<file path="src/rtl/mips_trace_buffer.sv">
// Trace buffer for a MIPS core: arms, waits for a trigger PC, then captures
// (pc, alu) samples on every PC change into a first-word-fall-through FIFO.
module mips_trace_buffer #(
  parameter int PC_WIDTH   = 16,
  parameter int DATA_WIDTH = 16,
  parameter int DEPTH      = 8
) (
  input  logic                      clk,
  input  logic                      rst,
  input  logic                      arm,
  input  logic                      stop,
  input  logic [PC_WIDTH-1:0]       trig_pc,
  input  logic [PC_WIDTH-1:0]       pc_in,
  input  logic [DATA_WIDTH-1:0]     alu_in,
  output logic                      out_valid,
  input  logic                      out_ready,
  output logic [PC_WIDTH-1:0]       out_pc,
  output logic [DATA_WIDTH-1:0]     out_alu,
  output logic [$clog2(DEPTH):0]    count,
  output logic                      busy,
  output logic                      overflow,
  output logic [7:0]                drop_cnt
);

  localparam int AW = $clog2(DEPTH);
  localparam int CW = AW + 1;

  typedef enum logic [1:0] {
    S_IDLE      = 2'd0,
    S_WAIT_TRIG = 2'd1,
    S_CAPTURE   = 2'd2
  } state_t;

  state_t                           r_state;
  state_t                           w_state_nxt;
  logic   [PC_WIDTH-1:0]            r_last_pc;
  logic   [PC_WIDTH+DATA_WIDTH-1:0] r_mem [DEPTH];
  logic   [AW-1:0]                  r_wptr;
  logic   [AW-1:0]                  r_rptr;
  logic   [CW-1:0]                  r_count;
  logic                             r_overflow;
  logic   [7:0]                     r_drop_cnt;

  logic                             w_busy;
  logic                             w_arm_clear;
  logic                             w_wr_attempt;
  logic                             w_pop;
  logic                             w_full;
  logic                             w_wr;
  logic                             w_drop;
  logic   [PC_WIDTH+DATA_WIDTH-1:0] w_head;

  // State register
  always_ff @(posedge clk or posedge rst) begin
    if (rst) begin
      r_state <= S_IDLE;
    end else begin
      r_state <= w_state_nxt;
    end
  end

  // Next-state logic; stop outranks both arm and the trigger match
  always_comb begin
    w_state_nxt = r_state;
    case (r_state)
      S_IDLE: begin
        if (arm && !stop) w_state_nxt = S_WAIT_TRIG;
        else              w_state_nxt = S_IDLE;
      end
      S_WAIT_TRIG: begin
        if (stop)                    w_state_nxt = S_IDLE;
        else if (pc_in == trig_pc)   w_state_nxt = S_CAPTURE;
        else                         w_state_nxt = S_WAIT_TRIG;
      end
      S_CAPTURE: begin
        if (stop) w_state_nxt = S_IDLE;
        else      w_state_nxt = S_CAPTURE;
      end
      default: w_state_nxt = S_IDLE;
    endcase
  end

  // FSM outputs: busy, re-arm flag clear and sample write request
  always_comb begin
    w_busy       = 1'b0;
    w_arm_clear  = 1'b0;
    w_wr_attempt = 1'b0;
    case (r_state)
      S_IDLE: begin
        w_busy      = 1'b0;
        w_arm_clear = arm && !stop;
      end
      S_WAIT_TRIG: begin
        w_busy       = 1'b1;
        w_wr_attempt = !stop && (pc_in == trig_pc);
      end
      S_CAPTURE: begin
        w_busy       = 1'b1;
        w_wr_attempt = !stop && (pc_in != r_last_pc);
      end
      default: begin
        w_busy       = 1'b0;
        w_arm_clear  = 1'b0;
        w_wr_attempt = 1'b0;
      end
    endcase
  end

  // A pop frees the slot the same edge, so a full FIFO still accepts a write
  assign w_pop  = out_valid && out_ready;
  assign w_full = (r_count == CW'(DEPTH));
  assign w_wr   = w_wr_attempt && (!w_full || w_pop);
  assign w_drop = w_wr_attempt && w_full && !w_pop;

  // Sample storage; contents are meaningless once count says so
  always_ff @(posedge clk) begin
    if (w_wr) begin
      r_mem[r_wptr] <= {pc_in, alu_in};
    end
  end

  // Pointers, occupancy and dedupe reference
  always_ff @(posedge clk or posedge rst) begin
    if (rst) begin
      r_wptr    <= '0;
      r_rptr    <= '0;
      r_count   <= '0;
      r_last_pc <= '0;
    end else begin
      if (w_wr)         r_wptr    <= r_wptr + AW'(1);
      if (w_pop)        r_rptr    <= r_rptr + AW'(1);
      if (w_wr_attempt) r_last_pc <= pc_in;
      case ({w_wr, w_pop})
        2'b10:   r_count <= r_count + CW'(1);
        2'b01:   r_count <= r_count - CW'(1);
        default: r_count <= r_count;
      endcase
    end
  end

  // Sticky overflow and saturating drop counter, cleared on a fresh arm
  always_ff @(posedge clk or posedge rst) begin
    if (rst) begin
      r_overflow <= 1'b0;
      r_drop_cnt <= 8'd0;
    end else if (w_arm_clear) begin
      r_overflow <= 1'b0;
      r_drop_cnt <= 8'd0;
    end else if (w_drop) begin
      r_overflow <= 1'b1;
      if (r_drop_cnt != 8'hFF) r_drop_cnt <= r_drop_cnt + 8'd1;
    end
  end

  assign w_head    = r_mem[r_rptr];
  assign out_valid = (r_count != '0);
  assign out_pc    = out_valid ? w_head[PC_WIDTH+DATA_WIDTH-1:DATA_WIDTH] : '0;
  assign out_alu   = out_valid ? w_head[DATA_WIDTH-1:0] : '0;
  assign count     = r_count;
  assign busy      = w_busy;
  assign overflow  = r_overflow;
  assign drop_cnt  = r_drop_cnt;

endmodule

</file>
<file path="config.mk">
export PLATFORM = sky130hd
export DESIGN_NAME = mips_trace_buffer
export DESIGN_NICKNAME = d
export VERILOG_FILES = /design/src/rtl/mips_trace_buffer.sv
export SDC_FILE = /design/constraint.sdc
export NUM_CORES = 1
export LEC_CHECK = 0
export CORE_MARGIN = 1
export CORE_UTILIZATION = 52
export DETAILED_ROUTE_END_ITERATION = 16
export PLACE_DENSITY_LB_ADDON = 0.25
export SETUP_SLACK_MARGIN = 0.02
export SYNTH_ARGS = -nofsm -noshare
export SYNTH_HDL_FRONTEND = slang
export SYNTH_SLANG_ARGS = --single-unit
export TNS_END_PERCENT = 1
</file>
<file path="constraint.sdc">
create_clock -name clk -period 5.4 [get_ports clk]
set_clock_uncertainty 0.05 [all_clocks]
set_input_delay 1.62 -clock clk [delete_from_list [all_inputs] [get_ports clk]]
set_output_delay 1.62 -clock clk [all_outputs]
set_load 0.005 [all_outputs]
</file>
==> results of run 1 <==
## cells in the final DEF, fill, tap and decap left out, drive strengths merged, types with 3 or more instances in the layout
cell	n
or4	4
nand2b	4
nand3	3
mux4	64
xnor2	23
dfrtp	37
edfxtp	256
mux2i	35
nand2	20
o21ai	6
nor3	8
nor4	7
ha	9
nor2	37
clkdlybuf4s50	99
buf	17
a21oi	6
inv	9
mux2	19
clkbuf	42
clkinv	7
xor2	15
or3	6
nor2b	4
nand4	8
## flip-flops by register name, indices dropped and copies added, names as in the netlist
register   cells
r_state        2
r_mem        256
drop_cnt       8
count          4
r_rptr         3
r_last_pc     16
r_wptr         3
overflow       1
## worst max-delay path: stages (launching register included)
cell,delay (ns)
dfrtp_4,0.72
buf_12,0.41
mux4_2,0.57
mux2i_1,0.15
nor2_1,0.11
clkdlybuf4s50_1,0.49
## synth_stat cells (7+ instances only)
| cell type | instances |
|---|---|
| nand4_1 | 8 |
| clkbuf_1 | 12 |
| xnor2_1 | 23 |
| mux4_2 | 64 |
| nor2_1 | 37 |
| mux2i_1 | 35 |
| edfxtp_1 | 256 |
| buf_2 | 9 |
| inv_1 | 9 |
| dfrtp_1 | 37 |
| nor3_1 | 7 |
| nand2_1 | 20 |
| mux2_2 | 17 |
| xor2_1 | 15 |
| ha_1 | 9 |
## how the worst max path moves through the flow
stage | start | cells after the start | endpoint
final | r_rptr[0] | 5 | out_pc[7]
after global routing | r_rptr[0] | 5 | out_pc[7]
after CTS | r_rptr[0] | 5 | out_pc[7]
after detailed placement | pc_in[6] | 14 | count[3]
after global placement | pc_in[9] | 13 | count[3]
after floorplan | pc_in[9] | 7 | r_mem[1][0]
## power by group
part / switching (W) / internal (W) / total, W
registers: 0.000180 / 0.00249 / 0.00267
clock network: 0.000798 / 0.00115 / 0.00195
logic: 0.000668 / 0.00104 / 0.00170
total: 0.00165 / 0.00468 / 0.00633
## through the flow
step           cells  hold slack [ns]  util (%)  total power (W)  setup slack (ns)
2_1_floorplan    623            0.437         -          0.00367             -1.19
3_3_place_gp     997            0.432      59.6          0.00442             0.560
3_5_place_dp     997            0.438      59.6          0.00445             0.428
4_1_cts         1050            0.457      63.8          0.00640             0.664
5_1_grt         1050            0.491      63.8          0.00662             0.483
6_report        1050            0.449      63.8          0.00633             0.734
## final cells by class
class	count	area, um^2	share of cell area [%]
sequential	293	8620	59.9
inverter	9	33.8	0.235
timing repair buffer	116	1240	8.64
tap	285	357	2.48
multi-input combinational	294	3210	22.3
clock inverter	11	114	0.791
clock buffer	42	825	5.73
## cell families after synthesis
kind of cell,count (synthesis)
compound gates,19
xor+xnor,38
fa+ha+maj,10
buf+inv,36
flops,293
mux,118
simple gates,109
## metal layers
| metal | part of all wire [%] | vias up | track usage (%) | wire length, um |
|---|---|---|---|---|
| met2 | 50 | 168 | 34.9 | 11700 |
| met5 | 0 | - | 0 | 0 |
| li1 | - | 2726 | - | - |
| met1 | 43 | 3144 | 28.7 | 10200 |
| met4 | 1.3 | 0 | 4.33 | 295 |
| met3 | 5.5 | 24 | 3.37 | 1280 |
==> metrics.md, run 1 <==
| Metric | Value |
|---|---|
| Core ar. | `22600 um^2` |
| Largest cells by area after synthesis | `edfxtp_1 (64%), mux4_2 (12%), dfrtp_1 (7.8%)` |
| EDFF count, synth | `roughly 260` |
| Grt ovf | `0` |
| CTS tree | `done` |
| Syn_nets | `about 690` |
| Top FF cell, synth | `edfxtp_1` |
| DIE HEIGHT | `approximately 150 um` |
| Final setup vio count | `0` |
| N_diodes | `0` |
| FMAX | `214 MHz` |
| Synth async-reset ratio | `between 10% and 20%` |
| Post-synthesis xor/xnor area fraction | `around 2.8%` |
| Max-slew headroom | `39.4%` |
| Crit end category | `primary output` |
| Area post-placement | `~13000 um^2` |
| Synth Area in Adders | `1.11%` |
| Vias in the first global route | `6439` |
| Minimum clock period | `around 4.7 ns` |
| GRT Total Usage | `~21%` |
| Period utilisation layout | `roughly 86%` |
| Min-Delay Endpoint | `overflow` |
| Worst-Margin Slew | `between 0.9 and 1 ns` |
| Reg-to-reg endpoint | `count[3]` |
| Mux cell area share after synthesis | `approximately 17%` |
| Full die area | `about 24000 um^2` |
| Hold Crit Depth | `1` |
| Area Growth Syn to Fin | `20.8%` |
| Worst r2r src | `r_last_pc[11]` |
| Post-synth top area share | `between 60% and 70%` |
| RSZ-0062 raised after global routing | `no` |
| Cell count after synthesis | `roughly 620` |
| Synth area leader | `edfxtp_1` |
| # resized after CTS | `0` |
| Clock buffer count from CTS | `29` |
| Setup TNS | `0 ns` |
| Data required, critical path | `about 3.7 ns` |
| Hold path start | `overflow` |
| Clk slew on worst S/H paths | `around 0.060 ns` |
| Yosys reg bits | `around 290` |
| Largest family of logic cells by synthesized area | `multiplexers` |
| Post-Syn Area | `between 10000 and 15000 um^2` |
| Nets | `~810` |
| I/O pins | `100` |
| Startpoint Class | `flip-flop` |
| Initial antenna violation count | `0` |
| Post-route ant nets | `0` |
| Avg Synthesized Cell Area | `19.1 um^2` |
| Lkg Pwr | `between 4 and 5 nW` |
| Clock sinks | `between 200 and 300` |
| Worst setup path class | `reg -> out` |
| Vias per cell | `5.77` |
| Synth warnings | `0` |
| Root Driver | `clkbuf_16` |
| Outcome | `completed` |
| Die X | `153 um` |
| FF-to-FF setup slack | `between 2 and 2.5 ns` |
| Global placement routability congestion | `~0.8` |
| CTS Buffer Depth | `3` |
| R2R depth | `13` |
| Worst vdd ir | `approximately 250 uV` |
| DP Wirelength | `between 10000 and 15000 um` |
| Register area share after synthesis | `72.3%` |
| Library cells used by synthesis | `41` |
| Compound-Gate Fraction of Synth Area | `under 10%` |
| First-pass GRT wire length | `36600 um` |
| Slew Viols, Final | `0` |
| Port bufs | `99` |
| Setup Fix Bufs, Post-CTS | `0` |
| Filler cell count | `between 1500 and 2000` |
| CTS hold repair buffers | `0` |
| Hold WC Path Type | `reg -> reg` |
| TritonRoute pass-1 iters | `7` |
| DR WL/cell | `approximately 22 um` |
| Row Count | `55` |
| Initial core utilization | `between 50% and 60%` |
| Total wire length | `23400 um` |
| Worst skew pair latency | `about 0.53 ns` |
| H-tree depth | `1` |
| PD cells | `between 400 and 500 nW/um^2` |
| Via Count | `between 6000 and 7000` |
| CP arrival | `roughly 3.0 ns` |
| Layout cells sized above 1 | `about a fifth` |
| Largest net degree at the start of global routing | `47` |
| Initial DRC count | `between 300 and 400` |
| Post-route DRC | `0` |
| MaxCap Viol Count | `0` |
| Crit-path max FO | `46` |
| Final hold vios | `0` |
| Finished Cell Area | `14400 um^2` |
| Simple-gate area share of the yosys netlist | `4.64%` |
No activity file was read; power rests on OpenSTA's default activity.
==> run 2, diff against run 1 <==
--- a/config.mk
+++ b/config.mk
@@ -7,9 +7,11 @@
 export LEC_CHECK = 0
 export CORE_MARGIN = 1
 export CORE_UTILIZATION = 52
+export CTS_CLUSTER_DIAMETER = 50
 export DETAILED_ROUTE_END_ITERATION = 16
 export PLACE_DENSITY_LB_ADDON = 0.25
 export SETUP_SLACK_MARGIN = 0.02
+export SKIP_CTS_REPAIR_TIMING = 1
 export SYNTH_ARGS = -nofsm -noshare
 export SYNTH_HDL_FRONTEND = slang
 export SYNTH_SLANG_ARGS = --single-unit
==> run 2 against run 1 <==
Effect of this change: count of clock-buffer cells in the layout fell by 7; critical path depth unchanged; clock power up 7%; largest power group unchanged; largest cell class unchanged.
==> metrics.md, run 2 (synthesis gave the netlist of run 1 again) <==
| Metric | Value |
|---|---|
| Outcome | `completed` |
| Non-filler instance count after layout | `around 1100` |
| DP Wirelength | `approximately 13000 um` |
| Grt ovf | `0` |
| Clock buffer count from CTS | `29` |
| Worst-Margin Slew | `roughly 0.9 ns` |
| Post-route DRC | `0` |
| Place WS | `roughly 0.43 ns` |
| Nets | `roughly 810` |
| Clk slew on worst S/H paths | `about 0.060 ns` |
| Post-route ant nets | `0` |
| Crit-path max FO | `46` |
| TritonRoute pass-1 iters | `5` |
| Vias per cell | `~5.7` |
| PD cells | `approximately 450 nW/um^2` |
| Commonest non-fill, non-tap cell in the layout | `edfxtp_1` |
| Switch Pwr | `0.00168 W` |
| Final hold vios | `0` |
| Int Pwr | `0.00478 W` |
| Sw Share | `25.9%` |
| DIE HEIGHT | `about 150 um` |
| Final setup vio count | `0` |
| Hold WC Path Type | `reg -> reg` |
| Clock sinks | `between 200 and 300` |
| Worst hold slack | `between 0.4 and 0.5 ns` |
| FMAX | `around 210 MHz` |
| Total wire length | `between 20000 and 25000 um` |
| Worst vdd ir | `247 uV` |
| Commonest non-fill, non-tap cells in the layout | `edfxtp_1 (256), clkdlybuf4s50_1 (99), mux4_2 (64)` |
| GRT Total Usage | `between 20% and 30%` |
| Initial DRC count | `about 360` |
| Slew Viols, Final | `0` |
| Total power | `~0.0065 W` |
| Max reg flops | `between 200 and 300` |
| Max-slew headroom | `41.0%` |
| Port bufs | `just under 100` |
| Dpl cells | `roughly 1000` |
| Reg power frac | `approximately two fifths` |
| MaxCap Viol Count | `0` |
| Worst skew pair latency | `between 0.5 and 0.6 ns` |
| Crit end category | `primary output` |
| Area Growth Syn to Fin | `21.3%` |
| Largest register by flop count | `r_mem` |
| Global placement routability congestion | `slightly above 0.8` |
| N_diodes | `0` |
| First-pass GRT wire length | `36900 um` |
| Lkg Pwr | `around 5.0 nW` |
| Vias in the first global route | `around 6400` |
| CTS tree | `done` |
| Root Driver | `clkbuf_16` |
| Startpoint Class | `flip-flop` |
| Minimum clock period | `between 4 and 5 ns` |
| Period utilisation layout | `a little under 90%` |
| Clock share of power | `32.2%` |
| Util after Layout | `about 64%` |
| DR WL/cell | `22.4 um` |
| Row Count | `between 50 and 60` |
| Via Count | `6034` |
| I/O pins | `100` |
| CP arrival | `3.00 ns` |
| Data required, critical path | `roughly 3.7 ns` |
| Worst Slack Setup Final | `0.728 ns` |
| Initial antenna violation count | `0` |
| Logic gate share of total power | `between 20% and 30%` |
| H-tree depth | `1` |
| Die X | `approximately 150 um` |
| Core ar. | `between 20000 and 25000 um^2` |
| Worst setup path class | `reg -> out` |
| Full die area | `approximately 24000 um^2` |
| CTS Buffer Depth | `3` |
| Layout cells sized above 1 | `approximately a fifth` |
| Largest net degree at the start of global routing | `47` |
| Initial core utilization | `a little over half` |
| RSZ-0062 raised after global routing | `no` |
## run 2: path summary, 6_finish.rpt
kind                              start           end  slack [ns]  cells after the start
max                           r_rptr[0]     out_pc[7]        0.73                      5
min                            overflow      overflow        0.45                      1
max reg2reg                r_last_pc[3]      count[3]        2.38                     13
min reg2reg                    overflow      overflow        0.45                      1
max in group asynchronous           rst     r_rptr[0]        3.46                      3
min in group asynchronous           rst  r_last_pc[6]        1.45                      3
## run 2: metal layers
layer	part of all wire (%)	global-route usage, %	vias up	wire [um]
met4	1.1	4.00	0	257
met2	50	35.0	185	11700
met3	5.7	3.49	25	1340
li1	-	-	2723	-
met1	44	29.1	3101	10300
met5	0	0	-	0
## run 2: power by group through the flow
stage	Combinational, W	Clock (W)	Sequential (W)
global route	0.00186	0.00221	0.00269
finish	0.00171	0.00208	0.00267
floorplan	0.00110	0	0.00257
CTS	0.00174	0.00212	0.00268
global placement	0.00170	0	0.00272
detailed placement	0.00173	0	0.00272
## run 2: worst max-delay path: stages, from the launching register on
cell and delay (ns):
dfrtp_4 0.73, buf_12 0.41, mux4_2 0.57, mux2i_1 0.15, nor2_1 0.10, clkdlybuf4s50_1 0.49
## run 2: per-stage QoR
step	area [um^2]	setup TNS [ns]
6_report	14500	0
3_3_place_gp	13500	0
2_1_floorplan	11900	-135.25
5_1_grt	14500	0
4_1_cts	14500	0
3_5_place_dp	13500	0
## run 2: cell type report
cell class                 count  area, um^2
clock buffer                  35         768
clock inverter                18         234
fill                        1545        8110
inverter                       9        33.8
multi-input combinational    294        3210
sequential                   293        8620
tap                          285         357
timing repair buffer         116        1240
